<file path="config.mk">
export PLATFORM = sky130hd
export DESIGN_NAME = vga_pattern_tx
export DESIGN_NICKNAME = d
export VERILOG_FILES = /design/src/rtl/vga_tx_pkg.sv /design/src/rtl/vga_timing.sv /design/src/rtl/vga_pattern_tx.sv
export SDC_FILE = /design/constraint.sdc
export NUM_CORES = 1
export LEC_CHECK = 0
export ABC_CLOCK_PERIOD_IN_PS = 2990
export BUFFER_PORTS_ARGS = -buffer_cell sky130_fd_sc_hd__buf_2
export CELL_PAD_IN_SITES_DETAIL_PLACEMENT = 1
export CELL_PAD_IN_SITES_GLOBAL_PLACEMENT = 1
export CORE_MARGIN = 2
export CORE_UTILIZATION = 36
export CTS_CLUSTER_SIZE = 28
export DETAILED_ROUTE_END_ITERATION = 10
export GPL_TIMING_DRIVEN = 0
export PLACE_DENSITY_LB_ADDON = 0.1
export SKIP_LAST_GASP = 1
export SLEW_MARGIN = 40
export SYNTH_ARGS = -nofsm -noshare
export SYNTH_HDL_FRONTEND = slang
export SYNTH_SLANG_ARGS = --single-unit
</file>
<file path="constraint.sdc">
create_clock -name clk_i -period 2.99 [get_ports clk_i]
set_input_delay 0.299 -clock clk_i [delete_from_list [all_inputs] [get_ports clk_i]]
set_output_delay 0.299 -clock clk_i [all_outputs]
set_load 0.01 [all_outputs]
</file>
<file path="src/rtl/vga_tx_pkg.sv">
// Shared definitions for the VGA pattern source: default 640x480@60 timing,
// pattern encoding and TinyTapeout VGA-PMOD byte packing.
package vga_tx_pkg;

  localparam int H_ACTIVE_DEF = 640;
  localparam int H_FP_DEF     = 16;
  localparam int H_SYNC_DEF   = 96;
  localparam int H_BP_DEF     = 48;
  localparam int V_ACTIVE_DEF = 480;
  localparam int V_FP_DEF     = 10;
  localparam int V_SYNC_DEF   = 2;
  localparam int V_BP_DEF     = 33;

  typedef enum logic [1:0] {
    BARS   = 2'd0,
    CHECK  = 2'd1,
    GRAD   = 2'd2,
    BORDER = 2'd3
  } pattern_e;

  function automatic int line_total(input int active, input int fp, input int sync, input int bp);
    return active + fp + sync + bp;
  endfunction

  localparam int H_TOT_DEF = line_total(H_ACTIVE_DEF, H_FP_DEF, H_SYNC_DEF, H_BP_DEF);
  localparam int V_TOT_DEF = line_total(V_ACTIVE_DEF, V_FP_DEF, V_SYNC_DEF, V_BP_DEF);

  function automatic logic [7:0] pack_uo(input logic hs, input logic vs,
                                         input logic [1:0] r, input logic [1:0] g,
                                         input logic [1:0] b);
    return {hs, b[0], g[0], r[0], vs, b[1], g[1], r[1]};
  endfunction

endpackage

</file>
<file path="src/rtl/vga_timing.sv">
// Raster counters for the VGA source: pixel/line/frame counting plus the
// combinational sync, data-enable and start-of-frame flags for the current pixel.
module vga_timing
  import vga_tx_pkg::*;
#(
  parameter int   H_ACTIVE = H_ACTIVE_DEF,
  parameter int   H_FP     = H_FP_DEF,
  parameter int   H_SYNC   = H_SYNC_DEF,
  parameter int   H_BP     = H_BP_DEF,
  parameter int   V_ACTIVE = V_ACTIVE_DEF,
  parameter int   V_FP     = V_FP_DEF,
  parameter int   V_SYNC   = V_SYNC_DEF,
  parameter int   V_BP     = V_BP_DEF,
  parameter logic HS_POL   = 1'b0,
  parameter logic VS_POL   = 1'b0
) (
  input  logic       clk,
  input  logic       rst_n,
  input  logic       en,
  output logic [9:0] hc,
  output logic [9:0] vc,
  output logic [7:0] frame,
  output logic       de,
  output logic       hs,
  output logic       vs,
  output logic       sof
);

  localparam int         H_TOT    = line_total(H_ACTIVE, H_FP, H_SYNC, H_BP);
  localparam int         V_TOT    = line_total(V_ACTIVE, V_FP, V_SYNC, V_BP);
  localparam logic [9:0] H_LAST   = 10'(H_TOT - 1);
  localparam logic [9:0] V_LAST   = 10'(V_TOT - 1);
  localparam logic [9:0] H_ACT    = 10'(H_ACTIVE);
  localparam logic [9:0] V_ACT    = 10'(V_ACTIVE);
  localparam logic [9:0] HS_FIRST = 10'(H_ACTIVE + H_FP);
  localparam logic [9:0] HS_LAST  = 10'(H_ACTIVE + H_FP + H_SYNC - 1);
  localparam logic [9:0] VS_FIRST = 10'(V_ACTIVE + V_FP);
  localparam logic [9:0] VS_LAST  = 10'(V_ACTIVE + V_FP + V_SYNC - 1);

  logic [9:0] hc_reg, hc_next;
  logic [9:0] vc_reg, vc_next;
  logic [7:0] frame_reg, frame_next;

  always_comb begin
    hc_next    = hc_reg + 10'd1;
    vc_next    = vc_reg;
    frame_next = frame_reg;
    if (hc_reg == H_LAST) begin
      hc_next = '0;
      if (vc_reg == V_LAST) begin
        vc_next    = '0;
        frame_next = frame_reg + 8'd1;
      end else begin
        vc_next = vc_reg + 10'd1;
      end
    end
  end

  always_ff @(posedge clk or negedge rst_n) begin
    if (!rst_n) begin
      hc_reg    <= '0;
      vc_reg    <= '0;
      frame_reg <= '0;
    end else if (en) begin
      hc_reg    <= hc_next;
      vc_reg    <= vc_next;
      frame_reg <= frame_next;
    end
  end

  assign hc    = hc_reg;
  assign vc    = vc_reg;
  assign frame = frame_reg;
  assign de    = (hc_reg < H_ACT) && (vc_reg < V_ACT);
  // vsync spans whole lines, so it depends on the line counter only
  assign hs    = (hc_reg >= HS_FIRST && hc_reg <= HS_LAST) ? HS_POL : ~HS_POL;
  assign vs    = (vc_reg >= VS_FIRST && vc_reg <= VS_LAST) ? VS_POL : ~VS_POL;
  assign sof   = (hc_reg == '0) && (vc_reg == '0);

endmodule

</file>
<file path="src/rtl/vga_pattern_tx.sv">
// VGA golden-stimulus source: raster timing plus a per-frame selectable test
// pattern, all outputs registered one enabled cycle behind the counters.
module vga_pattern_tx
  import vga_tx_pkg::*;
#(
  parameter int   H_ACTIVE = H_ACTIVE_DEF,
  parameter int   H_FP     = H_FP_DEF,
  parameter int   H_SYNC   = H_SYNC_DEF,
  parameter int   H_BP     = H_BP_DEF,
  parameter int   V_ACTIVE = V_ACTIVE_DEF,
  parameter int   V_FP     = V_FP_DEF,
  parameter int   V_SYNC   = V_SYNC_DEF,
  parameter int   V_BP     = V_BP_DEF,
  parameter logic HS_POL   = 1'b0,
  parameter logic VS_POL   = 1'b0
) (
  input  logic       clk_i,
  input  logic       rst_in,
  input  logic       en_i,
  input  logic [1:0] pattern_i,
  output logic [1:0] r_o,
  output logic [1:0] g_o,
  output logic [1:0] b_o,
  output logic       hs_o,
  output logic       vs_o,
  output logic       de_o,
  output logic [9:0] x_o,
  output logic [9:0] y_o,
  output logic [7:0] frame_o,
  output logic       sof_o,
  output logic [7:0] uo_o
);

  localparam logic [9:0] H_END = 10'(H_ACTIVE - 1);
  localparam logic [9:0] V_END = 10'(V_ACTIVE - 1);

  logic [9:0] hc, vc;
  logic [7:0] frame;
  logic       t_de, t_hs, t_vs, t_sof;

  vga_timing #(
    .H_ACTIVE(H_ACTIVE), .H_FP(H_FP), .H_SYNC(H_SYNC), .H_BP(H_BP),
    .V_ACTIVE(V_ACTIVE), .V_FP(V_FP), .V_SYNC(V_SYNC), .V_BP(V_BP),
    .HS_POL(HS_POL), .VS_POL(VS_POL)
  ) u_timing (
    .clk(clk_i), .rst_n(rst_in), .en(en_i),
    .hc(hc), .vc(vc), .frame(frame),
    .de(t_de), .hs(t_hs), .vs(t_vs), .sof(t_sof)
  );

  // Colour-bar index x/(H_ACTIVE/8) from a thermometer of constant compares
  logic [6:0] bar_ge;
  logic [2:0] bar_idx;

  for (genvar gi = 0; gi < 7; gi++) begin : g_bar
    assign bar_ge[gi] = hc >= 10'((gi + 1) * (H_ACTIVE / 8));
  end

  always_comb begin
    bar_idx = '0;
    for (int i = 0; i < 7; i++) begin
      bar_idx = bar_idx + 3'(bar_ge[i]);
    end
  end

  pattern_e   pat_reg, pat_cur;
  logic [1:0] r_next, g_next, b_next;

  always_comb begin
    // The selection takes effect on pixel (0,0) itself, then stays for the frame
    pat_cur = t_sof ? pattern_e'(pattern_i) : pat_reg;
    r_next  = '0;
    g_next  = '0;
    b_next  = '0;
    if (t_de) begin
      case (pat_cur)
        BARS: begin
          r_next = {2{bar_idx[2]}};
          g_next = {2{bar_idx[1]}};
          b_next = {2{bar_idx[0]}};
        end
        CHECK: begin
          if (hc[5] ^ vc[5]) {r_next, g_next, b_next} = 6'h3F;
        end
        GRAD: begin
          r_next = hc[8:7];
          g_next = vc[8:7];
          b_next = frame[7:6];
        end
        BORDER: begin
          if (hc == '0 || hc == H_END || vc == '0 || vc == V_END)
            {r_next, g_next, b_next} = 6'h3F;
        end
        default: ;
      endcase
    end
  end

  logic [1:0] r_reg, g_reg, b_reg;
  logic       hs_reg, vs_reg, de_reg, sof_reg;
  logic [9:0] x_reg, y_reg;
  logic [7:0] frame_reg;

  always_ff @(posedge clk_i or negedge rst_in) begin
    if (!rst_in) begin
      pat_reg   <= BARS;
      r_reg     <= '0;
      g_reg     <= '0;
      b_reg     <= '0;
      hs_reg    <= ~HS_POL;
      vs_reg    <= ~VS_POL;
      de_reg    <= 1'b0;
      sof_reg   <= 1'b0;
      x_reg     <= '0;
      y_reg     <= '0;
      frame_reg <= '0;
    end else if (en_i) begin
      pat_reg   <= pat_cur;
      r_reg     <= r_next;
      g_reg     <= g_next;
      b_reg     <= b_next;
      hs_reg    <= t_hs;
      vs_reg    <= t_vs;
      de_reg    <= t_de;
      sof_reg   <= t_sof;
      x_reg     <= hc;
      y_reg     <= vc;
      frame_reg <= frame;
    end
  end

  assign r_o     = r_reg;
  assign g_o     = g_reg;
  assign b_o     = b_reg;
  assign hs_o    = hs_reg;
  assign vs_o    = vs_reg;
  assign de_o    = de_reg;
  assign sof_o   = sof_reg;
  assign x_o     = x_reg;
  assign y_o     = y_reg;
  assign frame_o = frame_reg;
  assign uo_o    = pack_uo(hs_reg, vs_reg, r_reg, g_reg, b_reg);

endmodule

</file>
**Word level (Yosys, flattened, before mapping)**

Index checks and enable logic that the tools add are counted.
Widths: inputs -> output; s select.

- Register bits: 68
- Bits in latches: 0
- RAM bits: 0
- Memory bits (read-only): 0
- Input port bits: 5
- Word-level logic and storage cells: 69
- Memories kept: 0

- Add/sub/neg operators: 9
- $mul: 0
- Div/mod/pow operators: 0
- $lt $le $gt $ge: 13
- Eq/ne operators: 7
- Shifts and indexed selects: 0
- Multiplexer cells: 13
- Bitwise gates (word level): 1
- Reductions and logical operators: 12

Operator list:

| operator | number |
|---|---|
| $ge 10x9->1 const B | 4 |
| $eq 10x10->1 const B | 3 |
| $pmux 2 s4 | 3 |
| $add 10x1->10 const B | 2 |
| $ge 10x10->1 const B | 2 |
| $ge 10x8->1 const B | 2 |
| $logic_not 10->1 | 2 |
| $mux 10 | 2 |
| $add 3x1->3 | 4 |
| $mux 2 | 6 |
| $eq 10x9->1 const B | 1 |
| $ge 10x7->1 const B | 1 |
| $le 10x10->1 const B | 1 |
| $le 10x9->1 const B | 1 |
| $lt 10x10->1 const B | 1 |
| $lt 10x9->1 const B | 1 |
| $add 8x1->8 const B | 1 |
| $eq 2x2->1 const B | 2 |
| $logic_and 1x1->1 | 4 |
| $add 2x1->3 | 1 |
| $logic_or 1x1->1 | 3 |
| $reduce_and 3->1 | 1 |
| $add 1x1->2 | 1 |
| $eq 2x1->1 const B | 1 |
| 4 further kinds | 5 |

**Depth between registers and ports, before layout**

- Word-level depth: 9
- Gate-level depth with buffers: 11
- Mapped depth without buffers: 10

**Hierarchy**

Synthesis repeated with hierarchy kept, for this count alone.

- Cell total of the unflattened synthesis: 330
- Area total of the unflattened synthesis: 3684.8 um^2

Modules (own cells, without submodules):

| module | instances | cells each | area each (um^2) |
|---|---|---|---|
| vga_pattern_tx | 1 | 180 | 2122.0 |
| vga_timing | 1 | 150 | 1562.7 |

**Worst setup path before layout**

Ideal clock, no wire load.

- Path kind: reg-to-reg
- From: register u_timing.hc_reg[8] (netlist: u_timing.hc[8])
- To: register g_reg[0] (netlist: g_o[0])
- Arrival time: 3.055 ns
- Required time: 2.867 ns
- Path slack: -0.188 ns
- Stages on the path, launching flop included: 11
- Path buffers: 0
- Cell sequence: dfrtp_1 nor3_1 nand2_1 fa_1 inv_1 fa_1 fa_1 fa_1 nand3_1 nand4b_1 o2bb2ai_1

- Longest elaborated chain between the ends: 9
- Elaborated cells on any way between the ends: 29
- Those cells by class: 6 x add/sub; 8 x order compare; 4 x eq/ne; 4 x mux; 7 x reduce/logical

RTL lines:

| what | RTL line | source |
|---|---|---|
| start: declaration | vga_timing.sv:40 | `logic [9:0] hc_reg, hc_next;` |
| start signal: assignment | vga_timing.sv:65 | `hc_reg <= hc_next;` |
| $ge 10x7->1 / $ge 10x8->1 (equally long branches) | vga_pattern_tx.sv:56 | `assign bar_ge[gi] = hc >= 10'((gi + 1) * (H_ACTIVE / 8));` |
| $add 1x1->2 | vga_pattern_tx.sv:62 | `bar_idx = bar_idx + 3'(bar_ge[i]);` |
| $add 2x1->3 | vga_pattern_tx.sv:62 |  |
| $add 3x1->3 (4 in a row) | vga_pattern_tx.sv:62 |  |
| $pmux 2 s4 | vga_pattern_tx.sv:76 | `case (pat_cur)` |
| $mux 2 (*) | vga_pattern_tx.sv:75 | `if (t_de) begin` |
| end signal: assignment | vga_pattern_tx.sv:120 | `g_reg <= g_next;` |
| end: declaration | vga_pattern_tx.sv:99 | `logic [1:0] r_reg, g_reg, b_reg;` |

Every way passes the cells marked *; elsewhere a longest branch is shown, timed or not.
A chain may end at the register's enable or synchronous reset.

**Worst setup path in the final report**

- From: register u_timing.hc_reg[9] (netlist: u_timing.hc[9])
- To: register g_reg[0] (netlist: g_o[0])

Same word-level chain as after synthesis.

==> impl.org <==
** Status
- Status :: finished with violations
- The final reports fail on negative setup slack.

** Clock tree
- The clock passes through at most 2 buffers.
- Counting the buffers created by CTS gives 9.
- TritonCTS built the clock tree.
- CTS saw 68 sinks.
- Clock transition at the registers of the reported paths :: 0.08 ns
- Clock latency reported for the late side of the worst-skew pair :: 0.34 ns
- Number of levels the H-tree was split into :: 3
- The tree is rooted in a sky130_fd_sc_hd__clkbuf_8.

** Worst setup path
- For the worst flop-to-flop path, the logic depth is 11.
- Largest stage delay, worst path :: ~0.54 ns
- Series of cell instances along the critical path :: clkbuf_8, nor2_1, nand2_1, fa_1, inv_1, fa_1, fa_2, fa_2, nand3_1, nand4b_1, o2bb2ai_1
- STA puts the critical path data required time at 3.22 ns.
- Crit start category :: register
- The critical path is of the register to register type.
- Along the worst path, the maximum fanout reaches 4.
- Startpoint of the lowest-slack register-to-register path :: u_timing.hc[9]$_DFFE_PN0P_
- STA puts the critical path data arrival time at between 3 and 4 ns.
- Worst-case register-to-register setup slack :: -0.14 ns
- The cell family contributing the most delay on the critical path is adder cells.
- Slowest cell on crit path :: sky130_fd_sc_hd__fa_2
- The worst register-to-register path ends at g_o[0]$_DFFE_PN0P_.
- STA classifies the critical path endpoint as a register.
- Counting both buffers and inverters, the worst setup path holds a total of 2.

** GRT
- Antenna violations before repair :: 0
- Pin count of the biggest net entering global routing :: 46
- Via count of the first global-routing pass :: 2776
- Global-route wire length before repair :: between 10000 and 15000 um
- Combined global-route utilization of all metal layers :: 18.30%
- Total congestion overflow :: 0

** Synth
- Average cell area after synthesis :: 11.01 um2
- Sorting the synthesized cells by area gives the leading types as sky130_fd_sc_hd__dfrtp_1, sky130_fd_sc_hd__mux2_2, sky130_fd_sc_hd__o21ai_0.
- Cells after synthesis :: approximately 320
- Number of enable flip-flop cells after synthesis :: 0
- Synthesis instantiated 51 different standard cells from the library.
- Seq/Total Area, Yosys :: 49.15%
- After synthesis the cells add up to 0.003467 mm2.
- In the synthesized netlist the async set-or-reset flop fraction comes to between 90% and 100%.
- sky130_fd_sc_hd__dfrtp_1 takes more of the synthesized area than any other cell.
- Yosys printed 0 warnings.
- Syn nets :: 330
- Of the post-synthesis cell area, the dominant cell type holds 47.64%.
- Yosys reg bits :: 68
- In the synthesized netlist the dominant register cell turns out to be sky130_fd_sc_hd__dfrtp_1.

** Finish
- The repair_antennas step left the layout with diodes totalling 0.
- Area growth from synthesis to layout :: 25.19%
- At the end of the flow, the number of nets in the layout was 406.
- After routing the design area is 0.004340 mm2.
- Number of fill cells :: 1050
- Of the cells placed in the final design, the portion with a size suffix greater than 1 is a little under two fifths.

** Place
- Hpwl dp :: between 6000 and 7000 um
- Summing all placed instances gives a cell area of 0.003926 mm2.
- The count of buffers added on input and output ports is 49.
- Weighted congestion at the end of routability-driven global placement :: 0.8379

** Power
- The completed layout was analyzed and its total power is 2.356 mW.
- Proportion of power drawn by combinational gates :: 17.0%
- Clock network fraction of total power :: 37.8%
- Summed over all nets, the switching power comes to 0.6652 mW.
- Across the VDD grid, the largest voltage drop is ~0.24 mV.
- In this run the static leakage power is 2.094 nW.
- In this run, flip-flops and latches consume 45.2% of the power.
- Internal portion of total power :: 1.691 mW
- Of the total power, the share spent switching nets is 28.23%.
- Dividing total power by cell area gives a power density of approximately 540 mW/mm2.

** STA
- Fin. Hold Viols :: 0
- The worst pin sits at a relative slew slack of between 50% and 60%.
- For the final database, setup skew stands at around 0.012 ns.
- Setup repair after global routing could not meet its margin everywhere.
- The routed design could run at a clock period as short as ~3.1 ns.
- Worst Slack Setup Final :: -0.1414 ns
- Highest clock rate :: ~320 MHz
- Crit share post-route :: 104.7%
- At the pin with the least slew margin, the transition time is 0.6719 ns.
- Setup violations remaining at the end of the flow were counted as 3.
- Count of pins over their slew limit :: 0

** Floorplanning
- Starting density of the core :: between 30 and 40%
- The floorplan step defined a die boundary enclosing 0.01043 mm2.
- Die boundary height :: 102.1 um
- The core region is 0.009284 mm2.
- Horizontal die dimension :: 102.1 um
- Core Rows :: 35
- I/O pin count :: 51

** Drt
- The first detailed-routing pass ran for 4 iterations.
- Number of design-rule violations left by the first detailed-router iteration :: 93
- DRC :: 0
- In the final routed layout, each cell accounts on average for 16.80 um.
- In the routed layout, each cell is associated on average with a via count of 5.103.
- Summing over every cut layer, the via total after detailed routing is around 2700.
- The routed design has 8819 um of wire.
- Number of routed nets with antenna violations :: 0

** Hold path
- Worst hold stages :: 2
- Origin of the worst min-delay path :: pattern_i[0]
- The path class of the tightest hold or removal check is primary input to register.
- Worst min-delay path endpoint :: pat_reg[0]$_DFFE_PN0P_

** Flow run
- The tool flagged a number of max-cap violations equal to 0.
-- power groups by stage --
stage	clock [mW]	combinational [mW]	sequential (mW)
floorplan	0	0.197	1.08
global placement	0	0.333	1.07
detailed placement	0	0.353	1.08
CTS	0.911	0.402	1.06
global route	0.951	0.440	1.08
finish	0.892	0.400	1.06
-- worst reg2reg max path, cell delays in order, from the launching register on --
cell and delay [ns]:
sky130_fd_sc_hd__dfrtp_1 0.44, sky130_fd_sc_hd__clkbuf_8 0.17, sky130_fd_sc_hd__nor2_1 0.10, sky130_fd_sc_hd__nand2_1 0.08, sky130_fd_sc_hd__fa_1 0.50, sky130_fd_sc_hd__inv_1 0.05, sky130_fd_sc_hd__fa_1 0.46, sky130_fd_sc_hd__fa_2 0.38
sky130_fd_sc_hd__fa_2 0.54, sky130_fd_sc_hd__nand3_1 0.07, sky130_fd_sc_hd__nand4b_1 0.15, sky130_fd_sc_hd__o2bb2ai_1 0.09
-- routing by layer --
metal / track usage [%] / part of all wire, %
met5: 0 / 0
met4: 4.923 / 0.98
met3: 3.557 / 2.7
met2: 29.76 / 47
met1: 25.19 / 49
-- how the worst max path moves through the flow --
stage	from	to	slack, ns	depth (start not counted)
6_report	u_timing.hc[9]$_DFFE_PN0P_	g_o[0]$_DFFE_PN0P_	-0.14	11
5_1_grt	u_timing.hc[4]$_DFFE_PN0P_	g_o[1]$_DFFE_PN0P_	-0.30	11
4_1_cts	u_timing.hc[5]$_DFFE_PN0P_	g_o[1]$_DFFE_PN0P_	-0.15	11
3_5_place_dp	u_timing.hc[8]$_DFFE_PN0P_	g_o[0]$_DFFE_PN0P_	-0.30	11
3_3_place_gp	u_timing.hc[8]$_DFFE_PN0P_	g_o[0]$_DFFE_PN0P_	-0.22	10
2_1_floorplan	u_timing.hc[6]$_DFFE_PN0P_	g_o[0]$_DFFE_PN0P_	0.002	11
-- per-stage QoR --
stage	instances	worst slack (ns)	TNS (ns)	util, %	hold WS [ns]
floorplan	315	0.001639	0	-	0.003409
global placement	493	-0.2217	-0.6990	41.93	0.4866
detailed placement	494	-0.3011	-1.025	42.29	0.1733
CTS	523	-0.1531	-0.4578	46.43	0.2678
global route	525	-0.3026	-0.8544	46.75	0.2934
finish	525	-0.1414	-0.2854	46.75	0.2744
-- cells in the mapped netlist (all sizes together), types with 6 or more instances --
master,n
a211oi,6
a21oi,7
and3,8
buf,12
clkbuf,11
dfrtp,66
ha,6
inv,11
mux2,31
nand2,23
nand3,14
nand4,11
nor2,17
nor3,6
o21ai,22
o2bb2ai,6
xnor2,10
xor2,7
-- timing repair --
item,4_1_cts,5_1_grt
setup endpoints to repair,4,6
pin swaps,4,4
resized for setup,16,6
hold buffers,1,0
endpoints found under the hold margin,23,0
buffers inserted,12,3
-- logic make-up (layout without fill, tap and decap cells) --
family,Yosys count,after routing,synth area share (%)
fa+ha+maj,10,10,4.475
mux,33,33,11.01
flops,68,68,49.15
buf+inv,35,116,4.800
compound gates,46,46,8.336
simple gates,106,106,17.94
xor+xnor,17,17,4.294
-- final cells by class --
type                            instances  area [um2]  share of cell area [%]
Sequential cell                        68        1707                   39.32
Multi-Input combinational cell        212        1632                   37.59
Timing Repair Buffer                   66       401.6                   9.253
Tap cell                              129       161.4                   3.719
Buffer                                 22       160.2                   3.690
Clock buffer                           11       151.4                   3.488
Clock inverter                          5       82.58                   1.903
Inverter                               12       45.04                   1.038
-- placed cells by master, fill, tap and decap left out, types with 3 or more instances in the layout --
cell type                    n
sky130_fd_sc_hd__ha_1        6
sky130_fd_sc_hd__o2bb2ai_1   6
sky130_fd_sc_hd__buf_2      49
sky130_fd_sc_hd__nand2_1    21
sky130_fd_sc_hd__nor4b_1     3
sky130_fd_sc_hd__nand4_1    10
sky130_fd_sc_hd__inv_1      11
sky130_fd_sc_hd__a21oi_1     6
sky130_fd_sc_hd__and4_1      3
sky130_fd_sc_hd__and3_1      6
sky130_fd_sc_hd__o21ai_2     4
sky130_fd_sc_hd__nand2b_1    3
sky130_fd_sc_hd__or3_1       3
sky130_fd_sc_hd__xnor2_1    10
sky130_fd_sc_hd__clkbuf_1    8
sky130_fd_sc_hd__dfrtp_1    64
sky130_fd_sc_hd__a211oi_1    6
sky130_fd_sc_hd__o21ai_0    17
sky130_fd_sc_hd__mux2_2     31
sky130_fd_sc_hd__nand3_1    12
sky130_fd_sc_hd__buf_6       3
sky130_fd_sc_hd__nand4b_1    4
sky130_fd_sc_hd__nor2_1     17
sky130_fd_sc_hd__clkbuf_8   13
sky130_fd_sc_hd__xor2_1      7
sky130_fd_sc_hd__buf_4      23
sky130_fd_sc_hd__nor3_1      4
Power figures use the tool's default switching activity.
